==> src/rtl/ni_pkt_enc_pkg.sv <==
// Shared definitions for the NI injection encoder: flit types,
// header field positions (router route-decoder layout), FSM states.
package ni_pkt_enc_pkg;

    localparam int DATAW_P1 = 66;
    localparam int UM_TYPE  = 63;
    localparam int DST_MSB  = 62;
    localparam int DST_LSB  = 52;
    localparam int MDST_MSB = 62;
    localparam int MDST_LSB = 7;
    localparam int DST_W    = DST_MSB - DST_LSB + 1;
    localparam int MDST_W   = MDST_MSB - MDST_LSB + 1;

    localparam logic [1:0] FT_HEAD     = 2'b01;
    localparam logic [1:0] FT_BODY     = 2'b00;
    localparam logic [1:0] FT_TAIL     = 2'b10;
    localparam logic [1:0] FT_HEADTAIL = 2'b11;

    typedef enum logic [1:0] {
        ST_IDLE = 2'd0,
        ST_HEAD = 2'd1,
        ST_BODY = 2'd2
    } state_e;

    function automatic logic [63:0] build_head(
        input logic              um,
        input logic [DST_W-1:0]  dst0,
        input logic [MDST_W-1:0] mask
    );
        logic [63:0] h;
        h = '0;
        h[UM_TYPE] = um;
        if (um)
            h[MDST_MSB:MDST_LSB] = mask;
        else
            h[DST_MSB:DST_LSB] = dst0;
        return h;
    endfunction

endpackage

==> src/rtl/ni_credit_cnt.sv <==
// Credit counter toward the router local input port.
// Ports: inc (credit returned), dec (flit sent), cnt, nonzero, err (sticky overflow).
module ni_credit_cnt
    import ni_pkt_enc_pkg::*;
#(
    parameter int   CREDITS = 4,
    localparam int  CW      = $clog2(CREDITS + 1)
) (
    input  logic          clk,
    input  logic          rst,
    input  logic          inc,
    input  logic          dec,
    output logic [CW-1:0] cnt,
    output logic          nonzero,
    output logic          err
);

    logic [CW-1:0] cnt_q, cnt_d;
    logic          err_q, err_d;

    always_comb begin
        cnt_d = cnt_q;
        err_d = err_q;
        // A returned credit while already full means the router
        // freed a slot we never filled.
        if (inc && cnt_q == CW'(CREDITS))
            err_d = 1'b1;
        if (inc && !dec) begin
            if (cnt_q != CW'(CREDITS))
                cnt_d = cnt_q + CW'(1);
        end else if (dec && !inc) begin
            if (cnt_q != '0)
                cnt_d = cnt_q - CW'(1);
        end
    end

    always_ff @(posedge clk) begin
        if (rst) begin
            cnt_q <= CW'(CREDITS);
            err_q <= 1'b0;
        end else begin
            cnt_q <= cnt_d;
            err_q <= err_d;
        end
    end

    assign cnt     = cnt_q;
    assign nonzero = (cnt_q != '0);
    assign err     = err_q;

endmodule

==> src/rtl/ni_pkt_enc.sv <==
// NI injection encoder: packs core requests into 66-bit head/body/tail flits.
// Ports: req_* request, pay_* payload stream, out_* flit to router, credit_in/cred_err.
module ni_pkt_enc
    import ni_pkt_enc_pkg::*;
#(
    parameter int MY_X    = 0,
    parameter int MY_Y    = 0,
    parameter int ARRAY_W = 4,
    parameter int CREDITS = 4
) (
    input  logic                clk,
    input  logic                rst,
    input  logic                req_valid,
    output logic                req_ready,
    input  logic                req_um,
    input  logic [DST_W-1:0]    req_dst0,
    input  logic [MDST_W-1:0]   req_dst1,
    input  logic [3:0]          req_len,
    input  logic                pay_valid,
    output logic                pay_ready,
    input  logic [63:0]         pay_data,
    output logic                out_valid,
    output logic [DATAW_P1-1:0] out_flit,
    input  logic                credit_in,
    output logic                cred_err
);

    localparam int MY_ID = MY_Y * ARRAY_W + MY_X;
    localparam int CW    = $clog2(CREDITS + 1);

    state_e              state_q, state_d;
    logic [63:0]         hdr_q, hdr_d;
    logic [3:0]          len_q, len_d;
    logic [3:0]          cnt_q, cnt_d;
    logic                out_valid_q, out_valid_d;
    logic [DATAW_P1-1:0] out_flit_q, out_flit_d;

    logic                send;
    logic [CW-1:0]       cr_cnt;
    logic                cr_nz;
    logic [MDST_W-1:0]   mask;
    logic                self_dst;

    ni_credit_cnt #(.CREDITS(CREDITS)) u_cred (
        .clk     (clk),
        .rst     (rst),
        .inc     (credit_in),
        .dec     (send),
        .cnt     (cr_cnt),
        .nonzero (cr_nz),
        .err     (cred_err)
    );

    // Own node never appears in an injected multicast mask.
    assign mask     = req_dst1 & ~(MDST_W'(1) << MY_ID);
    assign self_dst = req_um ? (mask == '0)
                             : (req_dst0 == DST_W'(MY_ID));

    assign req_ready = (state_q == ST_IDLE) && !rst;
    assign pay_ready = (state_q == ST_BODY) && cr_nz && !rst;

    always_comb begin
        state_d     = state_q;
        hdr_d       = hdr_q;
        len_d       = len_q;
        cnt_d       = cnt_q;
        out_valid_d = 1'b0;
        out_flit_d  = out_flit_q;
        send        = 1'b0;
        unique case (state_q)
            ST_IDLE: begin
                // Self-addressed requests are swallowed: no flits,
                // payload left untouched.
                if (req_valid && req_ready && !self_dst) begin
                    state_d = ST_HEAD;
                    hdr_d   = build_head(req_um, req_dst0, mask);
                    len_d   = req_len;
                    cnt_d   = 4'd1;
                end
            end
            ST_HEAD: begin
                if (cr_cnt != '0) begin
                    send        = 1'b1;
                    out_valid_d = 1'b1;
                    if (len_q == 4'd0) begin
                        out_flit_d = {FT_HEADTAIL, hdr_q};
                        state_d    = ST_IDLE;
                    end else begin
                        out_flit_d = {FT_HEAD, hdr_q};
                        state_d    = ST_BODY;
                    end
                end
            end
            ST_BODY: begin
                if (pay_valid && pay_ready) begin
                    send        = 1'b1;
                    out_valid_d = 1'b1;
                    if (cnt_q == len_q) begin
                        out_flit_d = {FT_TAIL, pay_data};
                        state_d    = ST_IDLE;
                    end else begin
                        out_flit_d = {FT_BODY, pay_data};
                        cnt_d      = cnt_q + 4'd1;
                    end
                end
            end
            default: state_d = ST_IDLE;
        endcase
    end

    always_ff @(posedge clk) begin
        if (rst) begin
            state_q     <= ST_IDLE;
            hdr_q       <= '0;
            len_q       <= '0;
            cnt_q       <= '0;
            out_valid_q <= 1'b0;
            out_flit_q  <= '0;
        end else begin
            state_q     <= state_d;
            hdr_q       <= hdr_d;
            len_q       <= len_d;
            cnt_q       <= cnt_d;
            out_valid_q <= out_valid_d;
            out_flit_q  <= out_flit_d;
        end
    end

    assign out_valid = out_valid_q;
    assign out_flit  = out_flit_q;

endmodule

==> config.mk <==
export PLATFORM = sky130hd
export DESIGN_NAME = ni_pkt_enc
export DESIGN_NICKNAME = d
export VERILOG_FILES = /design/src/rtl/ni_pkt_enc_pkg.sv /design/src/rtl/ni_credit_cnt.sv /design/src/rtl/ni_pkt_enc.sv
export SDC_FILE = /design/constraint.sdc
export NUM_CORES = 1
export LEC_CHECK = 0
export ABC_CLOCK_PERIOD_IN_PS = 3400
export CORE_MARGIN = 3
export CORE_UTILIZATION = 45
export DETAILED_ROUTE_END_ITERATION = 6
export HOLD_SLACK_MARGIN = 0.15
export PLACE_DENSITY = 0.87
export SLEW_MARGIN = 20
export SYNTH_ARGS = -nofsm -noshare
export SYNTH_HDL_FRONTEND = slang
export SYNTH_HIERARCHICAL = 1
export SYNTH_SLANG_ARGS = --single-unit
export TNS_END_PERCENT = 30
==> constraint.sdc <==
create_clock -name clk -period 3.4 [get_ports clk]
set_input_delay 0.68 -clock clk [delete_from_list [all_inputs] [get_ports clk]]
set_output_delay 0.68 -clock clk [all_outputs]
set_load 0.1 [all_outputs]
### After elaboration in Yosys (flattened, before gate mapping)

Index checks and enable logic that the tools add are counted.
W data, S select, Z words.

| storage, ports and cells | value |
|---|---|
| input bits | 141 |
| bits in registers | 138 |
| word-level logic and storage cells | 74 |
| output and inout port bits | 70 |

| operators by class | value |
|---|---|
| equal/unequal tests | 11 |
| multiplexer cells | 25 |
| add/sub/neg operators | 3 |
| reduce and logical (&&, ||, !) cells | 27 |

Operator list:

| operator | count |
|---|---|
| $mux W66 | 4 |
| $pmux W66 S2 | 1 |
| $logic_not A56 Y1 | 1 |
| $mux W45 | 1 |
| $mux W3 | 4 |
| $mux W4 | 3 |
| $logic_not A11 Y1 | 1 |
| $mux W11 | 1 |
| $mux W2 | 5 |
| $logic_and A1 B1 Y1 | 9 |
| $pmux W4 S2 | 1 |
| $reduce_and A4 Y1 | 2 |
| $reduce_bool A2 Y1 | 4 |
| $ne A2 B1 Y1 const B | 3 |
| $ne A2 B2 Y1 const B | 3 |
| $pmux W2 S3 | 1 |
| $reduce_and A3 Y1 | 2 |
| $add A4 B1 Y4 const B | 1 |
| $eq A4 B4 Y1 | 1 |
| $logic_not A1 Y1 | 4 |
| $logic_not A4 Y1 | 1 |
| $add A3 B1 Y3 const B | 1 |
| $eq A3 B3 Y1 const B | 1 |
| $mux W1 | 3 |
| other kinds (8) | 8 |

### Longest topological paths before layout

| logic depth | value |
|---|---|
| depth in word-level cells | 10 |
| gate-level depth with buffers | 12 |

### Hierarchy

Netlist, hierarchy kept.

By module, submodules not included:

| module | cells an instance | instances | area each (µm²) | sequential area each (µm²) |
|---|---|---|---|---|
| ni_pkt_enc | 644 | 1 | 5665.4 | 2662.6 |
| ni_credit_cnt | 28 | 1 | 251.5 | 80.1 |

### Worst setup path after synthesis

OpenSTA, ideal clock, no wires.

| timing path | value |
|---|---|
| kind | reg2reg |
| start | reg state_q[0] |
| end | reg u_cred.cnt_q[1] (netlist: u_cred/cnt[1]) |
| setup time | 119 ps |
| clock period less this slack | 4715 ps |
| arrival time | 4596 ps |
| cell stages (with the launch flop) | 12 |
| data required time | 3281 ps |
| setup slack | -1315 ps |
| cells stage by stage | dfxtp_1 inv_1 ha_1 clkbuf_1 inv_1 nor3b_1 a21oi_1 nor2b_1 nand2b_1 fa_1 o21ai_0 a21oi_1 |

| on the way | value |
|---|---|
| elaborated cells on any way between the ends | 15 |

RTL lines:

| element | line | text |
|---|---|---|
| start: declaration | ni_pkt_enc.sv:31 | `state_e state_q, state_d;` |
| start signal: assignment | ni_pkt_enc.sv:120 | `state_q <= state_d;` |
| $eq A2 B2 Y1 | ni_pkt_enc.sv:60 | `assign pay_ready = (state_q == ST_BODY) && cr_nz && !rst;` |
| $logic_and A1 B1 Y1 (2 in series) | ni_pkt_enc.sv:60 |  |
| net pay_ready | ni_pkt_enc.sv:20 | `output logic pay_ready,` |
| $logic_and A1 B1 Y1 | ni_pkt_enc.sv:95 | `if (pay_valid && pay_ready) begin` |
| $mux W1 | -- |  |
| $pmux W1 S2 | -- |  |
| net out_valid_d | ni_pkt_enc.sv:35 | `logic out_valid_q, out_valid_d;` |
| $logic_not A1 Y1 | ni_credit_cnt.sv:28 | `if (inc && !dec) begin` |
| $logic_and A1 B1 Y1 | ni_credit_cnt.sv:28 |  |
| $mux W3 | ni_credit_cnt.sv:28 |  |
| net u_cred.cnt_d[1] | ni_credit_cnt.sv:18 | `logic [CW-1:0] cnt_q, cnt_d;` |
| end signal: assignment | ni_credit_cnt.sv:39 | `cnt_q <= CW'(CREDITS);` |
| end signal: assignment | ni_credit_cnt.sv:42 | `cnt_q <= cnt_d;` |
| end: declaration | ni_credit_cnt.sv:18 |  |

The timed path passes the listed nets, and every way through them passes these cells.
A chain may end at the register's enable or synchronous reset.

### Worst setup path in the final report

| timing path | value |
|---|---|
| start | reg state_q[0] |
| end | out pay_ready |

| on the way | value |
|---|---|
| longest elaborated chain between the ends | 3 |

RTL lines:

| element | line |
|---|---|
| $eq A2 B2 Y1 | ni_pkt_enc.sv:60 |
| $logic_and A1 B1 Y1 (2 in series) | ni_pkt_enc.sv:60 |
| end: declaration | ni_pkt_enc.sv:20 |

Every way passes these cells.

==> impl_metrics.sql <==
INSERT INTO impl_metrics (metric_group, metric, value, unit) VALUES
('clock_network', 'clk_pin_slew_worst_paths', '60', 'ps'),
('route', 'drt-initial-drc-count', '452', ''),
('clock_network', 'ctsHtreeMaxLevel', '4', ''),
('logic_synthesis', 'ys_top_cells_by_count', 'sky130_fd_sc_hd__dfxtp_1, sky130_fd_sc_hd__nor2_1, sky130_fd_sc_hd__a211oi_1, sky130_fd_sc_hd__mux2i_1, sky130_fd_sc_hd__nand2_1', ''),
('power', 'power_density', '839.2', 'mW/mm²'),
('final_layout', 'diodes', '0', ''),
('logic_synthesis', 'yosys-top-cells-area', 'sky130_fd_sc_hd__dfxtp_1, sky130_fd_sc_hd__mux2i_1, sky130_fd_sc_hd__a211oi_1, sky130_fd_sc_hd__a21oi_1, sky130_fd_sc_hd__nor2_1', ''),
('sta', 'final_hold_viol_count', '0', ''),
('placed_design', 'placed_wire_length_estimate_after_detailed_placement', '12370', 'µm'),
('route', 'antenna_violating_nets_post_route', '0', ''),
('sta', 'finalClockSkew', '8.407', 'ps'),
('power', 'worst_ir_drop_vdd', '0.5049', 'mV'),
('clock_network', 'cts.sink_count', '137', ''),
('clock_network', 'cts_inserted_buffers', '17', ''),
('placed_design', 'place.detailed.instances', '1009', ''),
('sta', 'setup_tns', '0', 'ps'),
('grt', 'grt-ovfl-total', '0', ''),
('worst_setup_path', 'critPathRequiredTime', '2720', 'ps'),
('logic_synthesis', 'synth_edf_count', '0', ''),
('clock_network', 'gates_resized_cts_repair', '0', ''),
('route', 'dr_total_vias', '5710', ''),
('job', 'drv_cap', '0', ''),
('logic_synthesis', 'synth.net_count', '819', ''),
('die', 'placeableCoreArea', '0.01272', 'mm²'),
('final_layout', 'num-nets-final', '1003', ''),
('logic_synthesis', 'syn_area', '0.005917', 'mm²'),
('grt', 'grt_max_degree', '72', ''),
('route', 'drt_pre_antenna_iters', '5', ''),
('route', 'wire_per_inst', '16.87', 'µm'),
('die', 'initial_standard_cell_utilization_of_the_core', '46.51', '%'),
('final_layout', 'synthToLayoutAreaGrowth', '46.86', '%'),
('status', 'outcome', 'complete, no violations', ''),
('sta', 'final_min_period_over_clock_period', '82.38', '%'),
('die', 'die_w', '120.7', 'µm'),
('sta', 'max_clock_freq', '357.0', 'MHz'),
('sta', 'setup_viol', '0', ''),
('hold_path', 'timing.hold.worst.class', 'reg -> reg', ''),
('route', 'vias_per_cell', '5.485', ''),
('logic_synthesis', 'seq_area_frac_synth', '46.35', '%'),
('sta', 'drv_slew', '0', ''),
('grt', 'grt_use_total', '23.50', '%'),
('grt', 'grt_first_pass_wirelength', '27460', 'µm'),
('worst_setup_path', 'critical_path.endpoint_type', 'output pin', ''),
('worst_setup_path', 'timing_worst_setup_path_type', 'reg -> out', ''),
('logic_synthesis', 'ys_async_sr_fraction', '0', '%'),
('final_layout', 'post_route_cells_drive_above_1_share', '8.170', '%'),
('logic_synthesis', 'synth_top_area_cell', 'sky130_fd_sc_hd__dfxtp_1', ''),
('power', 'p_leak', '2.905', 'nW'),
('sta', 'layout_min_cycle_time', '2801', 'ps'),
('logic_synthesis', 'yosys_warnings', '6', ''),
('clock_network', 'clock_tree_from_tritoncts', 'yes', ''),
('grt', 'number_of_antenna_violations_at_the_first_check_in_global_routing', '0', ''),
('final_layout', 'finalInstanceArea', '0.008690', 'mm²'),
('die', 'chip_height', '120.7', 'µm'),
('placed_design', 'gp_routability_congestion', '0.8609', ''),
('final_layout', 'final_standard_cell_count_with_taps_included_and_fillers_excluded', '1041', ''),
('sta', 'rsz0062_at_grt', 'no', ''),
('logic_synthesis', 'synth_unique_cells', '44', ''),
('final_layout', 'fillers', '1032', ''),
('logic_synthesis', 'post_syn_area_per_cell', '8.805', 'µm²'),
('worst_setup_path', 'worst-endpoint-arrival', '2120', 'ps'),
('clock_network', 'cts-root-to-sink-buffers', '2', ''),
('clock_network', 'insertion_delay', '400', 'ps'),
('die', 'num_io_pins', '211', ''),
('sta', 'max_slew_margin', '33.09', '%'),
('sta', 'worst_slew_pin_slew', '1001', 'ps'),
('die', 'die-area', '0.01456', 'mm²'),
('logic_synthesis', 'yosys_register_bits', '137', ''),
('worst_setup_path', 'cp-start-kind', 'register', ''),
('logic_synthesis', 'synth_top_area_share', '46.35', '%'),
('placed_design', 'placed_cell_area', '0.008134', 'mm²');
==> path summary, 6_finish.rpt <==
| check | start | end | slack, ps | cells past startpoint |
|---|---|---|---|---|
| min reg2reg | hdr_q[36]$_SDFFE_PP0P_ | hdr_q[36]$_SDFFE_PP0P_ | 450 | 2 |
| min | hdr_q[36]$_SDFFE_PP0P_ | hdr_q[36]$_SDFFE_PP0P_ | 450 | 2 |
| max | state_q[0]$_SDFFE_PP0P_ | pay_ready | 600 | 5 |
| max reg2reg | state_q[0]$_SDFFE_PP0P_ | u_cred/cnt[1]$_SDFFE_PP0P_ | 610 | 10 |
==> registers in the layout, summed over array words and instances (netlist names) <==
name,cells
out_flit,66
len_q,4
state_q,2
u_cred/cnt,3
out_valid,1
cnt_q,4
hdr_q,56
u_cred/err,1
==> layout make-up <==
| class | instances | area (µm²) | area share, % |
|---|---|---|---|
| Multi-Input combinational cell | 472 | 2955 | 34.01 |
| Sequential cell | 137 | 2743 | 31.56 |
| Timing Repair Buffer | 221 | 2195 | 25.26 |
| Clock buffer | 18 | 429.2 | 4.939 |
| Tap cell | 172 | 215.2 | 2.477 |
| Clock inverter | 14 | 126.4 | 1.454 |
| Inverter | 7 | 26.28 | 0.3024 |
==> power breakdown <==
group,internal (mW),switching [mW]
registers,1.92,0.176
logic,0.926,2.55
clock network,1.01,0.716
total,3.85,3.44
==> per-layer routing <==
| metal | global-route usage, % | vias up | routed length [µm] | share of wire (%) |
|---|---|---|---|---|
| met2 | 38.74 | 213 | 8517 | 49 |
| met5 | 0 | - | 0 | 0 |
| met4 | 9.632 | 0 | 509 | 2.9 |
| li1 | - | 2787 | - | - |
| met1 | 30.46 | 2674 | 7549 | 43 |
| met3 | 4.210 | 36 | 983 | 5.6 |
==> metrics by stage <==
| stage | hold slack [ps] | util (%) | setup slack, ps |
|---|---|---|---|
| CTS | 450.6 | 68.30 | 578.2 |
| global placement | 438.2 | 63.94 | 347.3 |
| finish | 450.3 | 68.30 | 599.0 |
| detailed placement | 443.6 | 63.94 | 348.1 |
| global route | 468.9 | 68.30 | 375.6 |
| floorplan | 431.3 | - | 176.1 |
==> worst max-delay path: stages (launching register included) <==
cell and delay, ps:
sky130_fd_sc_hd__dfxtp_1 320, sky130_fd_sc_hd__inv_1 150, sky130_fd_sc_hd__ha_4 410, sky130_fd_sc_hd__inv_1 250, sky130_fd_sc_hd__nor3b_4 260, sky130_fd_sc_hd__buf_4 320
==> logic make-up (layout without fill, tap and decap cells) <==
| logic type | Yosys count | after routing | synth area share [%] |
|---|---|---|---|
| and+or+nand+nor | 237 | 237 | 18.19 |
| adders and majority gates | 6 | 6 | 1.396 |
| buffers and inverters | 63 | 260 | 4.441 |
| DFF | 137 | 137 | 46.35 |
| muxes | 69 | 69 | 11.69 |
| AOI/OAI and AO/OA | 153 | 153 | 16.90 |
| xor gates and xnor gates | 7 | 7 | 1.036 |
==> layout by cell type (no fill, tap or decap), types with 3 or more instances in the layout <==
| cell type | synthesis | final |
|---|---|---|
| sky130_fd_sc_hd__nor2b_1 | 3 | 3 |
| sky130_fd_sc_hd__or4_1 | 4 | 4 |
| sky130_fd_sc_hd__dfxtp_1 | 137 | 137 |
| sky130_fd_sc_hd__clkinv_4 | 0 | 3 |
| sky130_fd_sc_hd__buf_12 | 0 | 5 |
| sky130_fd_sc_hd__clkdlybuf4s50_1 | 0 | 190 |
| sky130_fd_sc_hd__o21ai_0 | 4 | 4 |
| sky130_fd_sc_hd__mux2i_1 | 68 | 68 |
| sky130_fd_sc_hd__nor4_1 | 16 | 16 |
| sky130_fd_sc_hd__nor2_1 | 74 | 74 |
| sky130_fd_sc_hd__clkbuf_16 | 0 | 17 |
| sky130_fd_sc_hd__nor3_1 | 4 | 4 |
| sky130_fd_sc_hd__a211oi_1 | 68 | 68 |
| sky130_fd_sc_hd__a21oi_1 | 63 | 62 |
| sky130_fd_sc_hd__nand4_1 | 4 | 4 |
| sky130_fd_sc_hd__nand2b_1 | 5 | 5 |
| sky130_fd_sc_hd__clkinvlp_4 | 0 | 5 |
| sky130_fd_sc_hd__inv_1 | 7 | 7 |
| sky130_fd_sc_hd__clkinv_2 | 0 | 3 |
| sky130_fd_sc_hd__ha_1 | 5 | 4 |
| sky130_fd_sc_hd__buf_4 | 2 | 25 |
| sky130_fd_sc_hd__nand3_1 | 54 | 54 |
| sky130_fd_sc_hd__nand2_1 | 65 | 65 |
| sky130_fd_sc_hd__xor2_1 | 6 | 6 |
Power figures use the tool's default switching activity.
